`config.mk`:
```
export PLATFORM = sky130hd
export DESIGN_NAME = ysyx_22040750_clint
export DESIGN_NICKNAME = d
export VERILOG_FILES = /design/src/rtl/ysyx_22040750_clint.sv
export SDC_FILE = /design/constraint.sdc
export NUM_CORES = 1
export LEC_CHECK = 0
export BUFFER_PORTS_ARGS = -buffer_cell sky130_fd_sc_hd__buf_4
export CELL_PAD_IN_SITES_DETAIL_PLACEMENT = 1
export CELL_PAD_IN_SITES_GLOBAL_PLACEMENT = 1
export CORE_ASPECT_RATIO = 1.75
export CORE_MARGIN = 8
export CORE_UTILIZATION = 25
export CTS_BUF_LIST = sky130_fd_sc_hd__clkbuf_16
export CTS_CLUSTER_SIZE = 12
export DETAILED_ROUTE_END_ITERATION = 10
export GPL_TIMING_DRIVEN = 1
export PLACE_DENSITY = 0.61
export SETUP_SLACK_MARGIN = 0.15
export SLEW_MARGIN = 20
export SYNTH_ARGS = -nofsm -noshare
export SYNTH_HDL_FRONTEND = slang
export SYNTH_SLANG_ARGS = --single-unit
```
`constraint.sdc`:
```
create_clock -name I_clk -period 2.9 [get_ports I_clk]
set_clock_uncertainty 0.2 [all_clocks]
set_input_delay 0.145 -clock I_clk [delete_from_list [all_inputs] [get_ports I_clk]]
set_output_delay 0.145 -clock I_clk [all_outputs]
set_load 0.02 [all_outputs]
```
`src/rtl/ysyx_22040750_clint.sv`:
```
// Core-local interruptor: mtime/mtimecmp/msip behind a single-beat AXI4-Lite slave port.
// Read and write channels run independent two-state FSMs; O_mtip is a compare of the live registers.
module ysyx_22040750_clint #(
    parameter int unsigned TICK_DIV = 1,
    parameter logic [31:0] BASE     = 32'h0200_0000
) (
    input  logic        I_clk,
    input  logic        I_rst,
    input  logic [31:0] I_araddr,
    input  logic        I_arvalid,
    output logic        O_arready,
    output logic [63:0] O_rdata,
    output logic        O_rvalid,
    input  logic        I_rready,
    input  logic [31:0] I_awaddr,
    input  logic        I_awvalid,
    output logic        O_awready,
    input  logic [63:0] I_wdata,
    input  logic [7:0]  I_wstrb,
    input  logic        I_wvalid,
    output logic        O_wready,
    output logic        O_bvalid,
    input  logic        I_bready,
    output logic        O_mtip,
    output logic        O_msip
);

    localparam logic [28:0] IDX_MSIP     = 29'h0000000;
    localparam logic [28:0] IDX_MTIMECMP = 29'h0000800;
    localparam logic [28:0] IDX_MTIME    = 29'h00017FF;
    localparam logic [15:0] TICK_LAST    = 16'(TICK_DIV - 1);

    typedef enum logic {R_IDLE = 1'b0, R_RESP = 1'b1} r_state_t;
    typedef enum logic {W_IDLE = 1'b0, W_RESP = 1'b1} w_state_t;

    function automatic logic [63:0] merge_bytes(input logic [63:0] old_val,
                                                input logic [63:0] new_val,
                                                input logic [7:0]  strb);
        logic [63:0] res;
        res = old_val;
        for (int i = 0; i < 8; i++) begin
            if (strb[i]) res[i*8 +: 8] = new_val[i*8 +: 8];
            else         res[i*8 +: 8] = old_val[i*8 +: 8];
        end
        return res;
    endfunction

    r_state_t    r_state_r, r_state_s;
    w_state_t    w_state_r, w_state_s;
    logic [63:0] rdata_r;
    logic        aw_got_r, w_got_r;
    logic [31:0] awaddr_r;
    logic [63:0] wdata_r;
    logic [7:0]  wstrb_r;
    logic [15:0] presc_r;
    logic [63:0] mtime_r, mtimecmp_r;
    logic        msip_r;

    logic        tick_s;
    logic [63:0] mtime_inc_s, mtime_nxt_s, mtimecmp_nxt_s;
    logic        msip_nxt_s;
    logic        ar_fire_s, aw_fire_s, w_fire_s, commit_s;
    logic [31:0] rd_off_s, wr_addr_s, wr_off_s;
    logic [63:0] wr_data_s, rd_val_s;
    logic [7:0]  wr_strb_s;
    logic        addr_lsb_unused_s;

    assign O_arready = (r_state_r == R_IDLE);
    assign O_rvalid  = (r_state_r == R_RESP);
    assign O_rdata   = rdata_r;
    assign O_awready = (w_state_r == W_IDLE) && !aw_got_r;
    assign O_wready  = (w_state_r == W_IDLE) && !w_got_r;
    assign O_bvalid  = (w_state_r == W_RESP);
    assign O_mtip    = (mtime_r >= mtimecmp_r);
    assign O_msip    = msip_r;

    assign tick_s      = (presc_r == TICK_LAST);
    assign mtime_inc_s = tick_s ? (mtime_r + 64'd1) : mtime_r;

    assign ar_fire_s = O_arready && I_arvalid;
    assign aw_fire_s = O_awready && I_awvalid;
    assign w_fire_s  = O_wready && I_wvalid;
    // A write commits once both halves are either held or arriving this cycle
    assign commit_s  = (w_state_r == W_IDLE) && (aw_got_r || aw_fire_s) && (w_got_r || w_fire_s);

    assign wr_addr_s = aw_got_r ? awaddr_r : I_awaddr;
    assign wr_data_s = w_got_r ? wdata_r : I_wdata;
    assign wr_strb_s = w_got_r ? wstrb_r : I_wstrb;
    assign rd_off_s  = I_araddr - BASE;
    assign wr_off_s  = wr_addr_s - BASE;
    assign addr_lsb_unused_s = ^{rd_off_s[2:0], wr_off_s[2:0]};

    // Read-side register decode
    always_comb begin
        rd_val_s = 64'd0;
        case (rd_off_s[31:3])
            IDX_MSIP:     rd_val_s = {63'd0, msip_r};
            IDX_MTIMECMP: rd_val_s = mtimecmp_r;
            IDX_MTIME:    rd_val_s = mtime_r;
            default:      rd_val_s = 64'd0;
        endcase
    end

    // Register next values: written bytes override the ticked mtime
    always_comb begin
        mtime_nxt_s    = mtime_inc_s;
        mtimecmp_nxt_s = mtimecmp_r;
        msip_nxt_s     = msip_r;
        if (commit_s) begin
            case (wr_off_s[31:3])
                IDX_MTIME:    mtime_nxt_s    = merge_bytes(mtime_inc_s, wr_data_s, wr_strb_s);
                IDX_MTIMECMP: mtimecmp_nxt_s = merge_bytes(mtimecmp_r, wr_data_s, wr_strb_s);
                IDX_MSIP: begin
                    if (wr_strb_s[0]) msip_nxt_s = wr_data_s[0];
                    else              msip_nxt_s = msip_r;
                end
                default:      msip_nxt_s = msip_r;
            endcase
        end else begin
            msip_nxt_s = msip_r;
        end
    end

    // Read FSM next state
    always_comb begin
        r_state_s = r_state_r;
        case (r_state_r)
            R_IDLE: begin
                if (ar_fire_s) r_state_s = R_RESP;
                else           r_state_s = R_IDLE;
            end
            R_RESP: begin
                if (I_rready) r_state_s = R_IDLE;
                else          r_state_s = R_RESP;
            end
            default: r_state_s = R_IDLE;
        endcase
    end

    // Write FSM next state
    always_comb begin
        w_state_s = w_state_r;
        case (w_state_r)
            W_IDLE: begin
                if (commit_s) w_state_s = W_RESP;
                else          w_state_s = W_IDLE;
            end
            W_RESP: begin
                if (I_bready) w_state_s = W_IDLE;
                else          w_state_s = W_RESP;
            end
            default: w_state_s = W_IDLE;
        endcase
    end

    // Read channel state and captured data
    always_ff @(posedge I_clk) begin
        if (I_rst) begin
            r_state_r <= R_IDLE;
            rdata_r   <= 64'd0;
        end else begin
            r_state_r <= r_state_s;
            if (ar_fire_s) rdata_r <= rd_val_s;
        end
    end

    // Write channel state and AW/W holding registers
    always_ff @(posedge I_clk) begin
        if (I_rst) begin
            w_state_r <= W_IDLE;
            aw_got_r  <= 1'b0;
            w_got_r   <= 1'b0;
            awaddr_r  <= 32'd0;
            wdata_r   <= 64'd0;
            wstrb_r   <= 8'd0;
        end else begin
            w_state_r <= w_state_s;
            if ((w_state_r == W_RESP) && I_bready) begin
                aw_got_r <= 1'b0;
                w_got_r  <= 1'b0;
            end else begin
                if (aw_fire_s) begin
                    aw_got_r <= 1'b1;
                    awaddr_r <= I_awaddr;
                end
                if (w_fire_s) begin
                    w_got_r <= 1'b1;
                    wdata_r <= I_wdata;
                    wstrb_r <= I_wstrb;
                end
            end
        end
    end

    // Prescaler wraps at TICK_DIV-1; software writes never disturb it
    always_ff @(posedge I_clk) begin
        if (I_rst)       presc_r <= 16'd0;
        else if (tick_s) presc_r <= 16'd0;
        else             presc_r <= presc_r + 16'd1;
    end

    // Timer and software-interrupt registers
    always_ff @(posedge I_clk) begin
        if (I_rst) begin
            mtime_r    <= 64'd0;
            mtimecmp_r <= 64'hFFFF_FFFF_FFFF_FFFF;
            msip_r     <= 1'b0;
        end else begin
            mtime_r    <= mtime_nxt_s;
            mtimecmp_r <= mtimecmp_nxt_s;
            msip_r     <= msip_nxt_s;
        end
    end

endmodule

```
### After elaboration in Yosys (flattened, before gate mapping)

Index checks and enable logic that the tools add are counted.

* register bits after elaboration: 317
* bits in latches: 0
* memory bits (writable): 0
* ROM bits: 0
* word-level logic and storage cells: 80
* memories kept: 0

* add/sub/neg operators: 4
* multiply operators: 0
* divide/modulo/power cells: 0
* magnitude comparators: 1
* equality and inequality tests: 4
* shifts and indexed selects: 0
* mux-type cells: 21
* bitwise logic cells: 3
* reductions and logical operators: 28

Operators with widths (count)
* $mux W64: 4
* $pmux W64 S3: 1
* $mux W8: 9
* $add A64 B1 Y64 const B: 1
* $ge A64 B64 Y1: 1
* $sub A32 B26 Y32 const B: 2
* $eq A29 B12 Y1 const B: 2
* $eq A29 B13 Y1 const B: 2
* $logic_not A29 Y1: 2
* $mux W32: 1
* $reduce_and A3 Y1: 9
* $add A16 B1 Y16 const B: 1
* $logic_not A16 Y1: 1
* $logic_and A1 B1 Y1: 8
* $mux W1: 4
* $pmux W1 S2: 2
* $reduce_and A2 Y1: 2
* $reduce_or A2 Y1: 2
* $not A1 Y1: 3
* $logic_not A1 Y1: 2
* $logic_or A1 B1 Y1: 2

### Longest topological paths before layout

Gate-level depths: netlist (run 1).

* word-level depth: 8
* gate-level depth with buffers: 10
* gate-level depth less buffers: 8

### Least setup slack after synthesis (run 1)

OpenSTA, ideal clock, no wires.

* path kind: flip-flop to output port
* start: register mtime_r[0]
* end: output O_mtip
* data arrival time: 2.242 ns
* slack: 0.313 ns
* cell stages (with the launch flop): 9
* cell sequence: dfxtp_1 > inv_1 > ha_1 > nand2b_1 > a2111o_1 > a221oi_1 > a211oi_1 > o211ai_1 > or3b_2

* cells in the longest elaborated chain, start to end: 1

Ends and longest elaborated chain
* start, declared: line 56 `logic [63:0] mtime_r, mtimecmp_r;`
* start signal, assigned: line 209 `mtime_r <= mtime_nxt_s;`
* $ge A64 B64 Y1: line 74 `assign O_mtip = (mtime_r >= mtimecmp_r);`
* end, declared: line 24 `output logic O_mtip,`

No other way between the ends.

### Worst setup path after layout (run 1)

Same ends and word-level chain as after synthesis.

==> results of run 1 <==
-- worst max-delay path by stage --
stage,endpoint,depth (start not counted)
final,O_mtip,10
after global routing,O_mtip,10
after CTS,O_mtip,10
after detailed placement,O_mtip,10
after global placement,O_mtip,10
after floorplan,O_mtip,8
-- power by group through the flow --
stage / combinational [uW] / clock, uW / sequential, uW
6_report: 1090 / 4280 / 4480
3_5_place_dp: 959 / 0 / 4580
4_1_cts: 1100 / 4430 / 4480
2_1_floorplan: 513 / 0 / 4560
3_3_place_gp: 936 / 0 / 4570
5_1_grt: 1190 / 4600 / 4490
-- synthesized netlist by cell type, drive strengths merged (36+ instances only) --
cell type,n
nand3,36
nor4,44
nand4,56
nand2,256
nor2,212
a2bb2oi,63
dfxtp,314
nor3,56
a211oi,50
clkbuf,110
nor3b,36
mux2i,53
a22oi,64
ha,67
a21oi,221
inv,79
-- worst max-delay path: stages, from the launching register on --
cell      delay (ps)
dfxtp_2          320
inv_2             70
ha_4             200
nand2b_4         130
a2111o_1         380
a221oi_2         290
a211oi_2         150
o211ai_1         200
buf_4            160
or3b_4           400
buf_6            150
-- per-layer routing --
metal	vias to the layer above	global-route usage (%)
met1	8009	18.0
met2	300	33.2
li1	7949	-
met3	107	2.55
met5	-	0
met4	2	6.93
-- repair_timing --
| item | in CTS | in global routing |
|---|---|---|
| pin swaps | 8 | 14 |
| endpoints found under the hold margin | 240 | 0 |
| hold buffers | 115 | 0 |
| buffers inserted | 3 | 5 |
| cloned | 0 | 1 |
| setup endpoints to repair | 38 | 113 |
| resized for setup | 21 | 49 |
-- through the flow --
step	total power (uW)	worst slack, ps	hold WS [ps]
after floorplan	5080	313	45.1
after CTS	10000	-481	136
after global routing	10300	-555	187
final	9850	-424	145
after detailed placement	5540	-244	137
after global placement	5500	-210	130
-- flip-flops by register name, indices dropped and copies added (netlist names) --
signal and cells:
O_rdata 64, wstrb_r 8, O_msip 1, aw_got_r 1
O_rvalid 1, O_bvalid 1, wdata_r 64, awaddr_r 29
presc_r 16, mtimecmp_r 64, w_got_r 1, mtime_r 64
-- cells by family after synthesis --
family / Yosys count / synth area share (%)
AOI/OAI and AO/OA: 493 / 20.0
xor gates and xnor gates: 47 / 2.54
adders and majority gates: 67 / 5.17
buffers and inverters: 213 / 5.12
DFF: 314 / 38.8
muxes: 78 / 5.01
and+or+nand+nor: 784 / 23.4
-- layout make-up --
type	count	area, um^2
tap	812	1020
timing repair buffer	490	4140
multi-input combinational	1470	9430
fill	7550	41900
antenna	5	12.5
sequential	314	6300
clock buffer	37	926
clock inverter	23	121
inverter	79	297
==> summary.txt, run 1 <==
Run status
  • Status: finished with violations
  • Violated checks: setup timing

Timing
  • Slew margin rel.: 48.7%
  • Final count of negative-setup-slack endpoints: 1
  • Fin crit share: 115%
  • Final max-slew violation count: 0
  • Peak Freq: 301 MHz
  • Worst-Margin Slew: 770 ps
  • Unrepaired setup endpoints after global routing: yes
  • Min Tclk post-route: 3320 ps
  • Final Worst Setup Slack: -424 ps
  • Final Hold Viols: 0
  • Final TNS setup: -424 ps

Hold path
  • Hold Crit Depth: 6
  • Hold WC Path Type: in2reg
  • Min-delay src: I_araddr[5]
  • Endpoint, Worst Hold: O_rdata[0]$_SDFFE_PP0P_

Clock network
  • Clk_lat worst skew: 540 ps
  • Clock tree buffer depth: 3
  • # H-tree levels: 2
  • Worst-path clk slew: 60 ps
  • Root Driver: clkbuf_16
  • CTS tree: done
  • CTS sink count: 314
  • CTS Buf Count: 35

Power
  • Net Sw Power: 2570 uW
  • Clock share of power: 43.4%
  • Leak: 0.00914 uW
  • Pint: 7280 uW
  • Worst VDD drop: 0.337 mV
  • Logic pwr share: 11.1%
  • Sw Share: 26.1%
  • Sequential share of power: 45.5%
  • Cell area power density: 443 mW/mm^2

Setup path
  • RR Startpoint: mtime_r[8]$_SDFF_PP0_
  • Crit. Startpoint: mtime_r[0]$_SDFF_PP0_
  • R2R Setup Slk: 250 ps
  • CP arrival: 2980 ps
  • Startpoint Class: register
  • R2R depth: 9
  • Classification of the worst setup path: reg2out
  • FF-to-FF End: mtime_r[45]$_SDFF_PP0_
  • Worst Path Required: 2560 ps
  • Maximum fanout along the worst path: 2
  • CP endpoint kind: output port

Synthesis
  • Synth warn: 0
  • Register area share after synthesis: 38.8%
  • Top cells by area, synth: dfxtp_1 (39%), a21oi_1 (6.8%), nand2_1 (5.9%)
  • Synthesized area per cell: 8.12 um^2
  • Cells after Synth: 1996
  • Register bit total from synthesis: 314
  • Post-synth EDFFs: 0
  • Synth unique cells: 64
  • Top cell type's share of synthesized area: 38.8%
  • Area leader, netlist: dfxtp_1
  • Synth Cell Area: 0.0162 mm^2
  • Syn_nets: 2206
  • Synth Flop Type: dfxtp_1
  • Asr flop ratio synth: 0%

GRT
  • First-pass GRT wire length: 101000 um
  • Vias in the first global route: 17800
  • Largest net degree at the start of global routing: 101
  • Grt total ovfl: 0
  • Total routing usage reported by global routing: 17.1%
  • Initial antenna violation count: 6

Detailed routing
  • Final wirelength: 64900 um
  • Met3 WL: 2340 um
  • DR WL met2: 35000 um
  • Met1 wire length: 25200 um
  • Vias: 16400
  • # DRC: 0
  • Routed vias/inst: 5.07
  • Initial DRT Pass Iterations: 5
  • WL/cell: 20.1 um
  • Highest metal used: met5
  • Final ANT Viol Nets: 0
  • DRT iter0 DRCs: 618

Floorplan
  • Die area: 0.0736 mm^2
  • Die Ht: 353 um
  • Starting Density: 25.3%
  • Ports: 214
  • Core Footprint: 0.0642 mm^2
  • Rows: 123
  • Die X: 208 um

Final layout
  • Layout cells sized above 1: 21.3%
  • Fin util: 34.7%
  • Synth-to-Final Area Change: 37.2%
  • Nets: 2600
  • Final non-filler cell total: 3230
  • Most frequent cells in the layout: buf_4 (357), dfxtp_1 (307), nand2_1 (255)
  • Fin area: 0.0222 mm^2
  • Commonest non-fill, non-tap cell in the layout: buf_4

Placement
  • Port-buffer cells: 207
  • Placed Cells: 3041
  • Hpwl dp: 48100 um
  • RePlAce Congestion: 0.822
  • Placed cell areas: 0.0196 mm^2

Run
  • Max Cap Viol: 0
No activity file was read; power rests on OpenSTA's default activity.
==> run 2, diff against run 1 <==
CORE_UTILIZATION = 40   (was 25)
PLACE_DENSITY = 0.85   (was 0.61)
clock period = 3.2 ns   (was 2.9 ns; I/O delays follow)
==> run 2 against run 1 <==
  * The flow still finishes with violations (setup timing)
  * First-iteration DRC count rose by 57%
  * Final cell count shrank 13%
  * Combinational power down 10%
  * Non-clock buffer count decreased by 95
  * Core utilization rose by 17 points
  * Global-route usage is 9.9 points higher
  * Cell area decreased by 6.4%
  * Worst hold slack got worse by 140 ps
  * Die area is 35% lower
  * Largest power group unchanged
==> summary.txt, run 2 (synthesis gave the netlist of run 1 again) <==
Run status
  • Violated checks: setup timing (unchanged)
  • Status: finished with violations (unchanged)

Setup path
  • Crit. Startpoint: mtimecmp_r[1]$_SDFFE_PP1P_ (was mtime_r[0]$_SDFF_PP0_)
  • Worst Path Buf+Inv: 3 (unchanged)
  • RR Startpoint: aw_got_r$_SDFFE_PP0P_ (was mtime_r[8]$_SDFF_PP0_)
  • CP arrival: 3000 ps (was 2980 ps)
  • CP endpoint kind: output port (unchanged)
  • Maximum fanout along the worst path: 3 (was 2)
  • CP Cell Sequence: inv_1 > ha_1 > a2111o_1 > a221oi_2 > a211oi_2 > o211ai_1 > buf_4 > or3b_4 > buf_6 (was inv_2 > ha_4 > nand2b_4 > a2111o_1 > a221oi_2 > a211oi_2 > o211ai_1 > buf_4 > or3b_4 > buf_6)
  • Largest stage delay on the critical path: 470 ps (was 400 ps)
  • R2R Setup Slk: 210 ps (was 250 ps)
  • Worst-path cell with the longest stage delay: a2111o_1 (was or3b_4)
  • Startpoint Class: register (unchanged)
  • Worst Path Required: 2840 ps (was 2560 ps)
  • Crit path max-delay family: compound AO/OA/AOI/OAI gates (unchanged)
  • Classification of the worst setup path: reg2out (unchanged)

Timing
  • Peak Freq: 298 MHz
  • Final Hold Viols: 0 (unchanged)
  • Final max-slew violation count: 0 (unchanged)
  • Final Worst Setup Slack: -160 ps (was -424 ps)
  • Min Tclk post-route: 3360 ps
  • Fin crit share: 105%
  • Unrepaired setup endpoints after global routing: yes (unchanged)
  • Slew margin rel.: 28.2% (was 48.7%)
  • Final count of negative-setup-slack endpoints: 1 (unchanged)
  • Worst-Margin Slew: 1080 ps (was 770 ps)

Floorplan
  • Core Footprint: 0.0401 mm^2 (was 0.0642 mm^2)
  • Starting Density: 40.5% (was 25.3%)
  • Rows: 97 (was 123)
  • Die area: 0.0475 mm^2 (was 0.0736 mm^2)
  • Die X: 168 um (was 208 um)
  • Die Ht: 282 um (was 353 um)
  • Ports: 214 (unchanged)

Placement
  • Placed cell areas: 0.0186 mm^2 (was 0.0196 mm^2)
  • RePlAce Congestion: 0.868 (was 0.822)
  • Hpwl dp: 42800 um (was 48100 um)
  • Pre-CTS WS: 73.3 ps (was -244 ps)
  • Port-buffer cells: 207 (unchanged)

GRT
  • First-pass GRT wire length: 102000 um (was 101000 um)
  • Total routing usage reported by global routing: 27.0% (was 17.1%)
  • Grt total ovfl: 0 (unchanged)
  • Initial antenna violation count: 6 (unchanged)
  • Vias in the first global route: 18600 (was 17800)
  • Largest net degree at the start of global routing: 159 (was 101)

Hold path
  • Min-delay src: I_rst (was I_araddr[5])
  • Hold WC Path Type: in2reg (unchanged)

Power
  • PnR Total Power: 8870 uW (was 9850 uW)
  • Leak: 0.00853 uW (was 0.00914 uW)
  • Cell area power density: 426 mW/mm^2 (was 443 mW/mm^2)
  • Worst VDD drop: 0.314 mV (was 0.337 mV)

Final layout
  • Fin area: 0.0208 mm^2 (was 0.0222 mm^2)
  • Synth-to-Final Area Change: 28.5% (was 37.2%)
  • Most frequent cells in the layout: dfxtp_1 (303), buf_4 (279), nand2_1 (255) (was buf_4 (357), dfxtp_1 (307), nand2_1 (255))
  • Commonest non-fill, non-tap cell in the layout: dfxtp_1 (was buf_4)
  • Layout cells sized above 1: 17.5% (was 21.3%)
  • Nets: 2503 (was 2600)

Detailed routing
  • Vias: 17100 (was 16400)
  • Met3 WL: 3230 um (was 2340 um)
  • # DRC: 0 (unchanged)
  • Initial DRT Pass Iterations: 5 (unchanged)
  • Met1 wire length: 23500 um (was 25200 um)
  • Final wirelength: 66100 um (was 64900 um)
  • Highest metal used: met4 (was met5)
  • DR WL met2: 35800 um (was 35000 um)
  • Routed vias/inst: 6.05 (was 5.07)
  • Final ANT Viol Nets: 0 (unchanged)
  • WL/cell: 23.5 um (was 20.1 um)
  • DRT iter0 DRCs: 969 (was 618)

Clock network
  • Clk_lat worst skew: 540 ps (about the same)
  • CTS Buf Count: 34 (was 35)
  • # H-tree levels: 2 (unchanged)
  • Clock tree buffer depth: 3 (unchanged)
  • Root Driver: clkbuf_16 (unchanged)
  • CTS tree: done (unchanged)
  • Worst-path clk slew: 60 ps (about the same)
  • CTS sink count: 314 (unchanged)

Run
  • Max Cap Viol: 0 (unchanged)
==> run 2: area by class of cell <==
| type | count | area (um^2) |
|---|---|---|
| fillers | 4691 | 19200 |
| multi-input cells | 1469 | 9240 |
| flip-flops and latches | 314 | 6300 |
| repair buffers | 395 | 3330 |
| clock buffers | 35 | 876 |
| well taps | 495 | 619 |
| inverters | 79 | 297 |
| clock inverters | 17 | 129 |
| diodes | 12 | 30.0 |
==> run 2: report_power, final <==
group	leakage [uW]	total (uW)	switching [uW]	internal, uW
Sequential	0.00255	4090	89.9	4000
Combinational	0.00546	976	558	417
Clock	0.000524	3800	1670	2130
Total	0.00853	8870	2320	6550
==> run 2: path summary, 6_finish.rpt <==
path | end | depth (start not counted)
hold reg to reg | wdata_r[23]$_SDFFE_PP0P_ | 2
hold / removal | wdata_r[23]$_SDFFE_PP0P_ | 2
setup reg to reg | mtimecmp_r[36]$_SDFFE_PP1P_ | 7
setup / recovery | O_mtip | 9
==> run 2: per-layer routing <==
metal | global-route usage, % | up-vias
met4 | 16.4 | 0
met3 | 4.99 | 239
met2 | 51.8 | 609
li1 | - | 7765
met5 | 0 | -
met1 | 26.2 | 8437
==> run 2: timing repair <==
item,CTS,global route
setup buffers,1,2
pin swaps,5,6
gates resized for setup,18,17
hold buffers,107,0
endpoints found under the hold margin,231,0
endpoints found under the setup margin,2,83
==> run 2: worst reg2reg max path: stages (launching register included) <==
cell and delay (ps):
dfxtp_2 410, nor4_2 380, nand4_1 370, a221oi_4 520
nand3_1 210, buf_12 200, a2111oi_0 490, a21oi_1 80
==> run 2: metrics by stage <==
| stage | std cells | utilization (%) | TNS (ps) | hold slack [ps] |
|---|---|---|---|---|
| 6_report | 2816 | 52.0 | -160 | 8.71 |
| 3_3_place_gp | 2642 | 46.4 | 0 | 148 |
| 2_1_floorplan | 1996 | - | 0 | 60.1 |
| 4_1_cts | 2802 | 51.7 | -130 | 28.3 |
| 3_5_place_dp | 2642 | 46.4 | 0 | 149 |
| 5_1_grt | 2808 | 51.9 | -249 | 76.6 |
==> run 3, diff against run 2 <==
CTS_BUF_LIST = unset   (was sky130_fd_sc_hd__clkbuf_16)
==> run 3 against run 2 <==
  * Register-to-register slack gained 40 ps
  * Core utilization grew 0.13 points
  * Cell area grew 0.26%
  * Sequential share of layout area shrank 0.060 points
  * Via count shrank 0.40%
  * Flip-flop and latch count is the same
  * Sequential power is essentially flat
  * The run still ends with setup timing left
  * Combinational power is essentially flat
  * Power grew 0.87%
  * First-iteration DRC count grew 5.9%
==> summary.txt, run 3 (synthesis gave the netlist of run 1 again) <==
Run status
  • Status: finished with violations (unchanged)
  • Violated checks: setup timing (unchanged)

Placement
  • Pre-CTS WS: 73.3 ps (unchanged)
  • Hpwl dp: 42800 um (unchanged)
  • Placed Cells: 2642 (unchanged)
  • RePlAce Congestion: 0.868 (unchanged)
  • Placed cell areas: 0.0186 mm^2 (unchanged)
  • Port-buffer cells: 207 (unchanged)

Clock network
  • Root Driver: clkbuf_16 (unchanged)
  • CTS tree: done (unchanged)
  • CTS Buf Count: 34 (unchanged)
  • CTS sink count: 314 (unchanged)
  • # H-tree levels: 2 (unchanged)
  • Clk_lat worst skew: 530 ps (was 540 ps)
  • Clock tree buffer depth: 3 (unchanged)
  • Worst-path clk slew: 60 ps (about the same)

Run
  • Max Cap Viol: 0 (unchanged)

Detailed routing
  • WL/cell: 23.4 um (was 23.5 um)
  • Final wirelength: 65900 um (was 66100 um)
  • Routed vias/inst: 6.03 (was 6.05)
  • Vias: 17000 (was 17100)
  • DRT iter0 DRCs: 1026 (was 969)
  • Initial DRT Pass Iterations: 5 (unchanged)
  • Final ANT Viol Nets: 0 (unchanged)
  • # DRC: 0 (unchanged)

Floorplan
  • Starting Density: 40.5% (unchanged)
  • Die Ht: 282 um (unchanged)
  • Die X: 168 um (unchanged)
  • Die area: 0.0475 mm^2 (unchanged)
  • Rows: 97 (unchanged)
  • Ports: 214 (unchanged)
  • Core Footprint: 0.0401 mm^2 (unchanged)

Power
  • Cell area power density: 428 mW/mm^2 (was 426 mW/mm^2)
  • Leak: 0.00852 uW (was 0.00853 uW)
  • Worst VDD drop: 0.338 mV (was 0.314 mV)

Timing
  • Final Worst Setup Slack: -121 ps (was -160 ps)
  • Final Hold Viols: 0 (unchanged)
  • Unrepaired setup endpoints after global routing: yes (unchanged)
  • Peak Freq: 301 MHz (was 298 MHz)
  • Hold slack: 11.8 ps (was 8.71 ps)
  • Final max-slew violation count: 0 (unchanged)
  • Final count of negative-setup-slack endpoints: 1 (unchanged)
  • Min Tclk post-route: 3320 ps (was 3360 ps)
  • Slew margin rel.: 28.7% (was 28.2%)
  • Fin crit share: 104% (was 105%)
  • Worst-Margin Slew: 1070 ps (was 1080 ps)
  • Final TNS setup: -121 ps (was -160 ps)

Final layout
  • Commonest non-fill, non-tap cell in the layout: dfxtp_1 (unchanged)
  • Fin area: 0.0209 mm^2 (was 0.0208 mm^2)
  • Final non-filler cell total: 2815 (was 2816)
  • Nets: 2504 (was 2503)
  • Synth-to-Final Area Change: 28.8% (was 28.5%)
  • Most frequent cells in the layout: dfxtp_1 (300), buf_4 (280), nand2_1 (255) (was dfxtp_1 (303), buf_4 (279), nand2_1 (255))
  • Layout cells sized above 1: 17.8% (was 17.5%)

Setup path
  • Maximum fanout along the worst path: 2 (was 3)
  • Largest stage delay on the critical path: 400 ps (was 470 ps)
  • CP Cell Sequence: inv_2 > ha_4 > nand2b_4 > a2111o_1 > a221oi_2 > a211oi_2 > o211ai_1 > buf_4 > or3b_4 > buf_6 (was inv_1 > ha_1 > a2111o_1 > a221oi_2 > a211oi_2 > o211ai_1 > buf_4 > or3b_4 > buf_6)
  • Crit path max-delay family: compound AO/OA/AOI/OAI gates (unchanged)
  • Worst Path Buf+Inv: 3 (unchanged)
  • R2R depth: 7 (unchanged)
  • CP endpoint kind: output port (unchanged)
  • Startpoint Class: register (unchanged)
  • RR Startpoint: aw_got_r$_SDFFE_PP0P_ (unchanged)
  • Crit. Startpoint: mtime_r[0]$_SDFF_PP0_ (was mtimecmp_r[1]$_SDFFE_PP1P_)
  • CP Depth: 10 (was 9)
  • R2R Setup Slk: 250 ps (was 210 ps)
  • FF-to-FF End: mtimecmp_r[36]$_SDFFE_PP1P_ (unchanged)
  • Worst Path Required: 2840 ps (about the same)
  • CP arrival: 2960 ps (was 3000 ps)
  • Worst-path cell with the longest stage delay: or3b_4 (was a2111o_1)
  • Classification of the worst setup path: reg2out (unchanged)
  • Critical Path End: O_mtip (unchanged)

Hold path
  • Hold WC Path Type: in2reg (unchanged)

GRT
  • Vias in the first global route: 18400 (was 18600)
  • Total routing usage reported by global routing: 26.9% (was 27.0%)
  • First-pass GRT wire length: 101000 um (was 102000 um)
  • Grt total ovfl: 0 (unchanged)
  • Initial antenna violation count: 6 (unchanged)
  • Largest net degree at the start of global routing: 159 (unchanged)
-- run 3: cell count changes in the layout (fill, tap and decap cells not counted), moves of 2 or more --
| cell | delta |
|---|---|
| clkbuf_8 | +3 |
| diode_2 | -2 |
| inv_1 | -8 |
| dfxtp_2 | +3 |
| clkinv_1 | -3 |
| dfxtp_1 | -3 |
| clkbuf_1 | +8 |
-- run 3: worst min-delay path by stage --
stage / startpoint / endpoint / slack, ps / cells after the start
floorplan: I_rready / O_rvalid$_SDFF_PP0_ / 60 / 1
global placement: I_rready / O_rvalid$_SDFF_PP0_ / 150 / 2
detailed placement: I_rready / O_rvalid$_SDFF_PP0_ / 150 / 2
CTS: I_rst / O_rdata[28]$_SDFFE_PP0P_ / 30 / 2
global route: I_rst / wdata_r[14]$_SDFFE_PP0P_ / 80 / 2
finish: I_rst / wdata_r[23]$_SDFFE_PP0P_ / 10 / 2
-- run 3: per-layer routing --
metal	track usage (%)	routed length [um]
met5	0	0
met1	26.9	24000
met3	4.23	2770
met2	51.5	35500
met4	15.6	3640
-- run 3: layout make-up --
class	instances	area [um^2]
antenna	10	25.0
tap	495	619
timing repair buffer	396	3340
fill	4677	19200
clock inverter	6	87.6
inverter	79	297
clock buffer	46	947
sequential	314	6310
multi-input combinational	1469	9260
-- run 3: timing repair --
item,CTS,global route
pin swaps,5,7
hold buffers,107,0
setup buffers,1,3
setup endpoints to repair,2,49
hold endpoints to repair,230,0
gates cloned,0,0
gates resized for setup,18,22
-- run 3: metrics by stage --
step | util (%) | power (uW)
final | 52.1 | 8940
after CTS | 51.8 | 8920
after global routing | 52.1 | 9220
after detailed placement | 46.4 | 4970
after global placement | 46.4 | 4930
after floorplan | - | 4600
-- run 3: report_power, final --
part | total (uW) | internal, uW | leakage, uW | switching, uW
Combinational | 974 | 418 | 0.00546 | 556
Clock | 3880 | 2230 | 0.000508 | 1650
Sequential | 4090 | 4000 | 0.00255 | 90.0
